==> config.mk <==
export PLATFORM = sky130hd
export DESIGN_NAME = xdispl_scan
export DESIGN_NICKNAME = d
export VERILOG_FILES = /design/src/rtl/xdispl_scan.sv
export SDC_FILE = /design/constraint.sdc
export NUM_CORES = 1
export LEC_CHECK = 0
export CORE_MARGIN = 5
export CORE_UTILIZATION = 45
export DETAILED_ROUTE_END_ITERATION = 8
export PLACE_DENSITY = 0.69
export SLEW_MARGIN = 20
export SYNTH_ARGS = -nofsm -noshare
export SYNTH_HDL_FRONTEND = slang
export SYNTH_SLANG_ARGS = --single-unit
==> constraint.sdc <==
create_clock -name clk -period 5.3 [get_ports clk]
set_clock_uncertainty 0.1 [all_clocks]
set_input_delay 1.06 -clock clk [delete_from_list [all_inputs] [get_ports clk]]
set_output_delay 1.06 -clock clk [all_outputs]
set_load 0.1 [all_outputs]
==> src/rtl/xdispl_scan.sv <==
// ---------------------------------------------------------------------------
// xdispl_scan -- memory-mapped driver for a 4-digit multiplexed seven-segment
// display.
//
// The processor writes a 16-bit hex VALUE and a CTRL word through the shared
// sel-based peripheral port. The block then scans the four digits on its own,
// lighting each digit for REFRESH_DIV clock cycles in turn.
//
// Ports
//   clk       system clock
//   rst       synchronous, active-high reset
//   sel       module select; an access happens only while high
//   we        write enable (qualified by sel)
//   addr      register select: 0 = VALUE, 1 = CTRL
//   data_in   write data
//   data_out  registered readback, 0 in every cycle without a read
//   seg       segments, active-low, seg[6]=g .. seg[0]=a
//   dp        decimal point, active-low
//   an        digit anodes, active-low, an[0] = rightmost digit
//
// Registers
//   VALUE[15:0] : digit k shows nibble VALUE[4k+3:4k]
//   CTRL[8:0]   : [8] enable, [7:4] dp mask, [3:0] blank mask
//
// Bus handshake: there is no ready/stall. A write takes effect on the edge
// where sel & we are high; a read is requested on the edge where sel & !we
// are high and its data appears on data_out for exactly the next cycle.
// ---------------------------------------------------------------------------
module xdispl_scan #(
  parameter int REFRESH_DIV = 100000,
  parameter int CNT_W       = 17
) (
  input  logic        clk,
  input  logic        rst,
  input  logic        sel,
  input  logic        we,
  input  logic        addr,
  input  logic [15:0] data_in,
  output logic [15:0] data_out,
  output logic [6:0]  seg,
  output logic        dp,
  output logic [3:0]  an
);

  localparam logic [CNT_W-1:0] CNT_LAST = CNT_W'(REFRESH_DIV - 1);

  logic [15:0]      value_q;
  logic [15:0]      value_d;
  logic [8:0]       ctrl_q;
  logic [8:0]       ctrl_d;
  logic [CNT_W-1:0] cnt_q;
  logic [CNT_W-1:0] cnt_d;
  logic [1:0]       idx_q;
  logic [1:0]       idx_d;

  logic             wr;
  logic             rd;
  logic             wrap;
  logic [3:0]       nib;
  logic [3:0]       blank;
  logic [3:0]       dpmask;
  logic             lit;
  logic [3:0]       an_d;
  logic [6:0]       seg_d;
  logic             dp_d;
  logic [15:0]      rdata;

  // Hex digit to active-low segment pattern (gfedcba).
  function automatic logic [6:0] hexdec(input logic [3:0] n);
    logic [6:0] s;
    case (n)
      4'h0: s = 7'h40;
      4'h1: s = 7'h79;
      4'h2: s = 7'h24;
      4'h3: s = 7'h30;
      4'h4: s = 7'h19;
      4'h5: s = 7'h12;
      4'h6: s = 7'h02;
      4'h7: s = 7'h78;
      4'h8: s = 7'h00;
      4'h9: s = 7'h10;
      4'hA: s = 7'h08;
      4'hB: s = 7'h03;
      4'hC: s = 7'h46;
      4'hD: s = 7'h21;
      4'hE: s = 7'h06;
      default: s = 7'h0E;
    endcase
    return s;
  endfunction

  always_comb begin
    wr      = sel & we;
    rd      = sel & ~we;
    value_d = value_q;
    ctrl_d  = ctrl_q;
    if (wr) begin
      if (addr) ctrl_d  = data_in[8:0];
      else      value_d = data_in;
    end

    // The scan runs whether or not the display is enabled.
    wrap  = (cnt_q == CNT_LAST);
    cnt_d = wrap ? '0 : cnt_q + 1'b1;
    idx_d = wrap ? idx_q + 2'd1 : idx_q;

    // The display is decoded from next-state index and register values, so
    // anodes, segments and dp all change together on one edge and a write
    // landing on a digit switch is shown immediately on the new digit.
    case (idx_d)
      2'd0:    nib = value_d[3:0];
      2'd1:    nib = value_d[7:4];
      2'd2:    nib = value_d[11:8];
      default: nib = value_d[15:12];
    endcase
    blank  = ctrl_d[3:0];
    dpmask = ctrl_d[7:4];
    lit    = ctrl_d[8] & ~blank[idx_d];
    an_d   = lit ? ~(4'b0001 << idx_d) : 4'hF;
    seg_d  = lit ? hexdec(nib) : 7'h7F;
    dp_d   = lit ? ~dpmask[idx_d] : 1'b1;

    rdata  = addr ? {7'b0, ctrl_q} : value_q;
  end

  always_ff @(posedge clk) begin
    if (rst) begin
      value_q  <= '0;
      ctrl_q   <= '0;
      cnt_q    <= '0;
      idx_q    <= '0;
      data_out <= '0;
      an       <= 4'hF;
      seg      <= 7'h7F;
      dp       <= 1'b1;
    end else begin
      value_q  <= value_d;
      ctrl_q   <= ctrl_d;
      cnt_q    <= cnt_d;
      idx_q    <= idx_d;
      data_out <= rd ? rdata : '0;
      an       <= an_d;
      seg      <= seg_d;
      dp       <= dp_d;
    end
  end

endmodule

==> results.cfg, run 1 <==
[global_routing]
grt_usage_pct = 15.8
grt_max_degree = 32
grt_overflow_total = 0
grt_pass1_wl_microns = 10900
antenna_found_initial = 0
first_global_vias = 2221

[critical_path]
end_kind = register
worstReg2RegEnd = seg[1]$_SDFF_PP1_
worstPathArrival_ns = 4.26
reg2reg_depth = 10
regToRegSetupSlack_ns = 1.62
start_kind = input port
worstPathRequired_ns = 5.39
worstSetupPathType = input port to register
cp_max_fo = 16
worstReg2RegStart = cnt_q[0]$_SDFF_PP0_

[timing]
maxSlewHeadroom_pct = 34.4
slew_viol_final = 0
fin_ws_ns = 1.12
max_freq_mhz = 239
rsz0062_at_grt = no
fin_crit_ns = 4.18
period_share_pct = 78.8
tns_ns = 0
worstMarginPinSlew_ns = 0.981
hold_viol = 0
finalSetupViolCount = 0

[cells_and_area]
final_cell_count_no_fill = 453
nNetsFinal = 383
drive_gt1_share_pct = 9.24
antennaDiodeCount = 0
postLayoutCellArea_sq_um = 3870
area_growth_pct = 22.1

[logic_synthesis]
synth.avg_cell_area_sq_um = 10.2
ys_ff_latch = 72
ys_types = 41
syn_inst = 311
async_reset_ff_share_pct = 0
synth_warnings = 0
synth_edf_count = 0
syn-cell-area_sq_um = 3170
synth_nets = 339
synth_top_cell_area_share_pct = 45.5
yosys.cell_count.top_type = dfxtp_1
yosys-top-cells-count = dfxtp_1, nor2_1, mux2i_1
yosysTopAreaCell = dfxtp_1
synthTopCellsByArea = dfxtp_1, mux2i_1, mux4_2
yosysSeqAreaShare_pct = 45.5
synthFlopType = dfxtp_1

[floorplanning]
rows = 30
ios = 49
initial_utilization_pct = 46.4
dieHeight_microns = 93.9
core_area_sq_um = 6830
die_area_sq_um = 8820
die_width_microns = 93.9

[clock_tree]
cts.htree.levels = 3
path_clk_slew_ns = 0.07
cts_inserted_buffers = 9
ctsResizeCount = 0
clockRootBuffer = clkbuf_8
cts_buffer_depth = 2
post_cts_buffers = 0
clock_latency_ns = 0.34
cts_hold_buf = 0
clock-sinks = 72
cts_tree = yes

[place]
dp_slack_ns = 0.766
place_hpwl_microns = 4630
io_buffers = 48
placed_area_sq_um = 3690
dpl.cell_count = 440
place_congestion = 0.823

[pwr]
pwr-share-clk_pct = 37.1
swShare_pct = 23.5
power_density_nw_per_um2 = 274
netSwitchingPower_mw = 0.250
peakVddDrop_v = 0.000240
leakage_nw = 1.53
p_int_mw = 0.811
p_comb_share_pct = 10.2
sequentialPowerShare_pct = 52.6

[hold_path]
hold_depth = 1
hold_class = register to register
min_from = value_q[10]$_SDFF_PP0_
min_to = data_out[10]$_SDFF_PP0_

[route]
first_iter_violations = 109
wl_per_cell_microns = 14.0
wl_microns = 6350
firstDrtPassIters = 4
ant_nets = 0
via_count = 2290
drt_drc_violations_left = 0
viasPerCell = 5.06

[run_status]
status = completed

[flow_run]
drv_cap = 0
metal layers:
metal	global-route usage [%]	vias up	routed length (microns)
met3	4.65	10	307
met1	20.0	1079	2950
met4	5.78	0	105
li1	-	1151	-
met2	25.4	50	2990
met5	0	-	0
metrics by stage:
step | utilization (%) | hold WS, ns | power [mW]
6_report | 56.6 | 0.362 | 1.06
3_5_place_dp | 54.0 | 0.350 | 0.679
2_1_floorplan | - | 0.326 | 0.644
3_3_place_gp | 54.0 | 0.344 | 0.677
4_1_cts | 56.6 | 0.365 | 1.07
5_1_grt | 56.6 | 0.377 | 1.11
worst max-delay path, cell delays in order:
cell,delay (ns)
clkdlybuf4s50_1,0.86
nand3b_1,0.18
buf_4,0.29
mux2i_1,0.18
mux4_2,0.47
mux2i_1,0.40
inv_1,0.18
ha_1,0.34
o211ai_1,0.19
o211ai_1,0.11
cell type report:
cell class                      instances  area (sq um)
Multi-Input combinational cell        215          1600
Timing Repair Buffer                   52           510
Inverter                                5          18.8
Clock buffer                           13           179
Tap cell                               96           120
Fill cell                             633          2960
Sequential cell                        72          1440
sequential cells by signal, indices dropped and copies added (netlist names):
register,cells
cnt_q,17
data_out,16
value_q,16
ctrl_q,9
seg,7
an,4
idx_q,2
dp,1
placed cells by master (no fill, tap or decap), types with 6 or more instances in the layout:
cell type,instances
ha_1,7
clkdlybuf4s50_1,48
xor2_1,10
dfxtp_1,72
mux2i_1,44
nor2_1,55
and2_1,7
clkbuf_8,13
nand2_1,17
nand3_1,9
a21oi_1,6
o211ai_1,6
mux4_2,10
power groups by stage:
stage | Clock [mW] | Sequential (mW) | Combinational (mW)
after floorplan | 0 | 0.588 | 0.0561
after global placement | 0 | 0.570 | 0.107
after detailed placement | 0 | 0.570 | 0.109
after CTS | 0.406 | 0.558 | 0.109
after global routing | 0.432 | 0.559 | 0.118
final | 0.394 | 0.558 | 0.109
worst max path at each step:
stage                   endpoint  slack, ns  cells after the start  from
2_1_floorplan  seg[1]$_SDFF_PP1_       1.94                     10  addr
3_3_place_gp   seg[4]$_SDFF_PP1_       0.90                     10  addr
3_5_place_dp   seg[1]$_SDFF_PP1_       0.77                     10  addr
4_1_cts        seg[1]$_SDFF_PP1_       1.13                     10  addr
5_1_grt        seg[1]$_SDFF_PP1_       0.89                     10  addr
6_report       seg[1]$_SDFF_PP1_       1.12                     10  addr
logic make-up (layout without fill, tap and decap cells):
| group | after synthesis | in the layout | synth area share, % |
|---|---|---|---|
| simple gates | 118 | 118 | 18.3 |
| flops | 72 | 72 | 45.5 |
| mux | 55 | 55 | 21.4 |
| buf+inv | 24 | 70 | 4.03 |
| compound gates | 21 | 21 | 4.19 |
| xor+xnor | 14 | 14 | 3.87 |
| fa+ha+maj | 7 | 7 | 2.77 |
Note: power is estimated with default switching activity, not from simulation.
==> inputs of run 2 (changes only) <==
PLACE_DENSITY = 0.71   (was 0.69)
clock period = 3.5 ns   (was 5.3 ns; I/O delays follow)
==> results.cfg, run 2 (synthesis gave the netlist of run 1 again) <==
[critical_path]
path_delay_family = simple AND/OR/NAND/NOR gates
end_kind = register
path_cells = ha_1 -> and4_1 -> and4_1 -> mux4_2 -> nor2b_1 -> a21oi_2 -> nand2b_1 -> and3b_1 -> o21ai_1
cp_max_fo = 10
cpPeakStageDelay_ns = 0.55
worstSetupPathType = register to register
worst_path_max_delay_cell = mux4_2
worstPathRequired_ns = 3.62
cpMostUsedCell = and4_1
critPathBufInv = 0
worstPathArrival_ns = 3.24
start_kind = register

[cells_and_area]
reg_top3 = cnt_q x17, data_out x16, value_q x16
largest_register_ff_count = 17
postLayoutCellArea_sq_um = 3880
postLayoutCoreUtil_pct = 56.9
final_cell_count_no_fill = 462
largest_register = cnt_q
nNetsFinal = 391
mostFrequentLayoutCell = dfxtp_1
drive_gt1_share_pct = 13.9
nFillCells = 635
mostFrequentLayoutCells = dfxtp_1, nor2_1, mux2i_1, clkdlybuf4s50_1, buf_4
area_growth_pct = 22.7
antennaDiodeCount = 0

[floorplanning]
initial_utilization_pct = 46.4
die_width_microns = 93.9
ios = 49
die_area_sq_um = 8820
rows = 30
dieHeight_microns = 93.9
core_area_sq_um = 6830

[clock_tree]
clock-sinks = 72
cts_hold_buf = 0
path_clk_slew_ns = 0.07
cts.htree.levels = 3
ctsResizeCount = 0
post_cts_buffers = 0
cts_inserted_buffers = 9
clock_latency_ns = 0.34
cts_tree = yes
clockRootBuffer = clkbuf_8
cts_buffer_depth = 2

[route]
first_iter_violations = 112
via_count = 2298
firstDrtPassIters = 4
drt_drc_violations_left = 0
ant_nets = 0
viasPerCell = 4.97
wl_microns = 6460
wl_per_cell_microns = 14.0

[timing]
max_freq_mhz = 320
tns_ns = 0
finalSetupViolCount = 0
holdWs_ns = 0.367
maxSlewHeadroom_pct = 34.9
period_share_pct = 89.2
fin_crit_ns = 3.12
worstMarginPinSlew_ns = 0.974
hold_viol = 0
slew_viol_final = 0
rsz0062_at_grt = no
fin_ws_ns = 0.378

[global_routing]
grt_overflow_total = 0
use_met1_pct = 21.0
grt_max_degree = 31
grtUsageMet3_pct = 3.45
grt_use_met2_pct = 23.7
first_global_vias = 2180
antenna_found_initial = 0
grt_usage_pct = 15.5
grt_busiest_layer = met2
grt_pass1_wl_microns = 10600

[hold_path]
hold_class = register to register

[place]
dpl.cell_count = 448
dp_slack_ns = 0.0871
place_hpwl_microns = 4760
placed_area_sq_um = 3730
place_congestion = 0.803
io_buffers = 48

[pwr]
peakVddDrop_v = 0.000268
total_power_mw = 1.57
power_density_nw_per_um2 = 403
leakage_nw = 1.58

[run_status]
status = completed

[flow_run]
drv_cap = 0
==> run 2: changes by cell type in the layout (fill, tap and decap cells not counted), sizes merged <==
cell / delta
clkinv: +1
clkdlybuf4s50: -12
buf: +20
==> run 2: power by group <==
group / total [mW] / switching, mW / internal [mW]
clock network: 0.552 / 0.283 / 0.269
registers: 0.845 / 0.00881 / 0.836
logic: 0.170 / 0.0971 / 0.0734
total: 1.57 / 0.389 / 1.18
==> run 2: worst register-to-register path: stages (launching register included) <==
cell	delay, ns
dfxtp_1	0.38
ha_1	0.22
and4_1	0.25
and4_1	0.50
mux4_2	0.55
nor2b_1	0.15
a21oi_2	0.43
nand2b_1	0.21
and3b_1	0.17
o21ai_1	0.05
==> run 2: final timing paths <==
path	startpoint	to	slack (ns)	cells past startpoint
max reg2reg	cnt_q[0]$_SDFF_PP0_	seg[0]$_SDFF_PP1_	0.38	9
min reg2reg	value_q[11]$_SDFF_PP0_	data_out[11]$_SDFF_PP0_	0.37	1
max	cnt_q[0]$_SDFF_PP0_	seg[0]$_SDFF_PP1_	0.38	9
min	value_q[11]$_SDFF_PP0_	data_out[11]$_SDFF_PP0_	0.37	1
==> run 2: area by class of cell <==
cell class	count	area, sq um	area share (%)
Clock buffer	13	149	3.83
Clock inverter	1	5.00	0.129
Inverter	5	18.8	0.483
Multi-Input combinational cell	215	1600	41.1
Sequential cell	72	1440	37.1
Tap cell	96	120	3.09
Timing Repair Buffer	60	553	14.2
==> run 2: metal layers <==
| metal | wire, microns | share of wire [%] |
|---|---|---|
| met3 | 239 | 3.7 |
| met2 | 2990 | 46 |
| met1 | 3160 | 49 |
| met5 | 0 | 0 |
| met4 | 76 | 1.2 |
==> inputs of run 3 (changes only) <==
PLACE_DENSITY = 0.75   (was 0.71)
REMOVE_ABC_BUFFERS = 1   (was unset)
clock period = 3 ns   (was 3.5 ns; I/O delays follow)
==> results.cfg, run 3 (synthesis gave the netlist of run 1 again) <==
[timing]
finalSetupViolCount = 0
period_share_pct = 97.2
slew_viol_final = 0
fin_crit_ns = 2.91
tns_ns = 0
maxSlewHeadroom_pct = 48.3
hold_viol = 0
max_freq_mhz = 343
holdWs_ns = 0.365
fin_ws_ns = 0.0851
rsz0062_at_grt = no
worstMarginPinSlew_ns = 0.774

[pwr]
swShare_pct = 25.4
netSwitchingPower_mw = 0.464
peakVddDrop_v = 0.000284
p_int_mw = 1.36
sequentialPowerShare_pct = 53.9
leakage_nw = 1.64
p_comb_share_pct = 11.8
pwr-share-clk_pct = 34.3
power_density_nw_per_um2 = 459

[critical_path]
cpPeakStageDelay_ns = 0.49
critPathBufInv = 4
crit_cells = 10
path_cells = clkdlybuf4s50_1 -> buf_4 -> nand3_1 -> buf_4 -> mux2i_1 -> mux2i_1 -> mux4_2 -> nor3_2 -> buf_4 -> o211ai_1
cp_max_fo = 11
reg2reg_depth = 10
worstPathArrival_ns = 3.03
start_kind = input port
worst_path_max_delay_cell = mux4_2
end_kind = register
worstPathRequired_ns = 3.11
cpMostUsedCell = buf_4
path_delay_family = buffers and inverters
worstSetupPathType = input port to register

[cells_and_area]
nNetsFinal = 405
mostFrequentLayoutCells = dfxtp_1, nor2_1, buf_4, mux2i_1, clkdlybuf4s50_1
drive_gt1_share_pct = 23.1
reg_top3 = cnt_q x17, data_out x16, value_q x16
mostFrequentLayoutCell = dfxtp_1
area_growth_pct = 25.8
nFillCells = 623
largest_register = cnt_q
postLayoutCellArea_sq_um = 3980
seq_area_sq_um = 1440
largest_register_ff_count = 17
antennaDiodeCount = 0
multiInputGateArea_sq_um = 1610

[global_routing]
grt_use_met2_pct = 27.7
grtUsageMet3_pct = 5.69
grt_busiest_layer = met2
use_met1_pct = 19.8
antenna_found_initial = 0
grt_usage_pct = 16.7
grt_pass1_wl_microns = 11400
grt_max_degree = 31
grt_overflow_total = 0
first_global_vias = 2448

[floorplanning]
initial_utilization_pct = 46.4
die_width_microns = 93.9
ios = 49
rows = 30
core_area_sq_um = 6830
dieHeight_microns = 93.9
die_area_sq_um = 8820

[clock_tree]
cts.htree.levels = 3
cts_buffer_depth = 2
post_cts_buffers = 0
cts_inserted_buffers = 9
path_clk_slew_ns = 0.07
cts_hold_buf = 0
cts_tree = yes
clock-sinks = 72
clockRootBuffer = clkbuf_8
clock_latency_ns = 0.34
ctsResizeCount = 0

[route]
firstDrtPassIters = 4
via_count = 2402
ant_nets = 0
wl_per_cell_microns = 14.1
drt_drc_violations_left = 0
viasPerCell = 5.04
first_iter_violations = 110
wl_microns = 6730

[flow_run]
drv_cap = 0

[place]
place_congestion = 0.799
placed_area_sq_um = 3810
io_buffers = 48
dp_slack_ns = -0.282
place_hpwl_microns = 4970

[run_status]
status = completed

[hold_path]
hold_class = register to register
hold_depth = 1
## run 3: cell types whose count changed in the layout (fill, tap and decap cells not counted), sizes merged
cell           change
clkbuf             -2
clkinvlp           +1
buf               +30
clkdlybuf4s50     -16
clkinv             +2
## run 3: area by class of cell
class	instances	share of cell area, %
clock buffer	11	3.30
clock inverter	4	0.566
inverter	5	0.471
multi-input combinational	215	40.5
sequential	72	36.2
tap	96	3.02
timing repair buffer	74	15.9
## run 3: stage by stage
step	power (mW)	util [%]	instances
2_1_floorplan	1.13	-	292
3_3_place_gp	1.22	55.8	462
3_5_place_dp	1.22	55.8	462
4_1_cts	1.85	58.0	477
5_1_grt	1.92	58.3	477
6_report	1.83	58.3	477
## run 3: final timing paths
check	slack, ns	to	start
worst max-delay path	0.09	seg[6]$_SDFF_PP1_	addr
worst min-delay path	0.36	cnt_q[0]$_SDFF_PP0_	cnt_q[0]$_SDFF_PP0_
worst max register to register	0.17	seg[1]$_SDFF_PP1_	cnt_q[0]$_SDFF_PP0_
worst min register to register	0.36	cnt_q[0]$_SDFF_PP0_	cnt_q[0]$_SDFF_PP0_
## run 3: power groups by stage
stage	Sequential [mW]	Combinational, mW	Clock, mW
finish	0.985	0.215	0.627
global route	0.988	0.231	0.697
CTS	0.985	0.214	0.648
detailed placement	1.01	0.213	0
global placement	1.01	0.209	0
floorplan	1.04	0.0871	0
## run 3: routing by layer
| metal | wire (microns) | vias up | share of wire [%] |
|---|---|---|---|
| li1 | - | 1207 | - |
| met1 | 3010 | 1120 | 45 |
| met2 | 3220 | 60 | 48 |
| met3 | 374 | 15 | 5.6 |
| met4 | 133 | 0 | 2.0 |
| met5 | 0 | - | 0 |
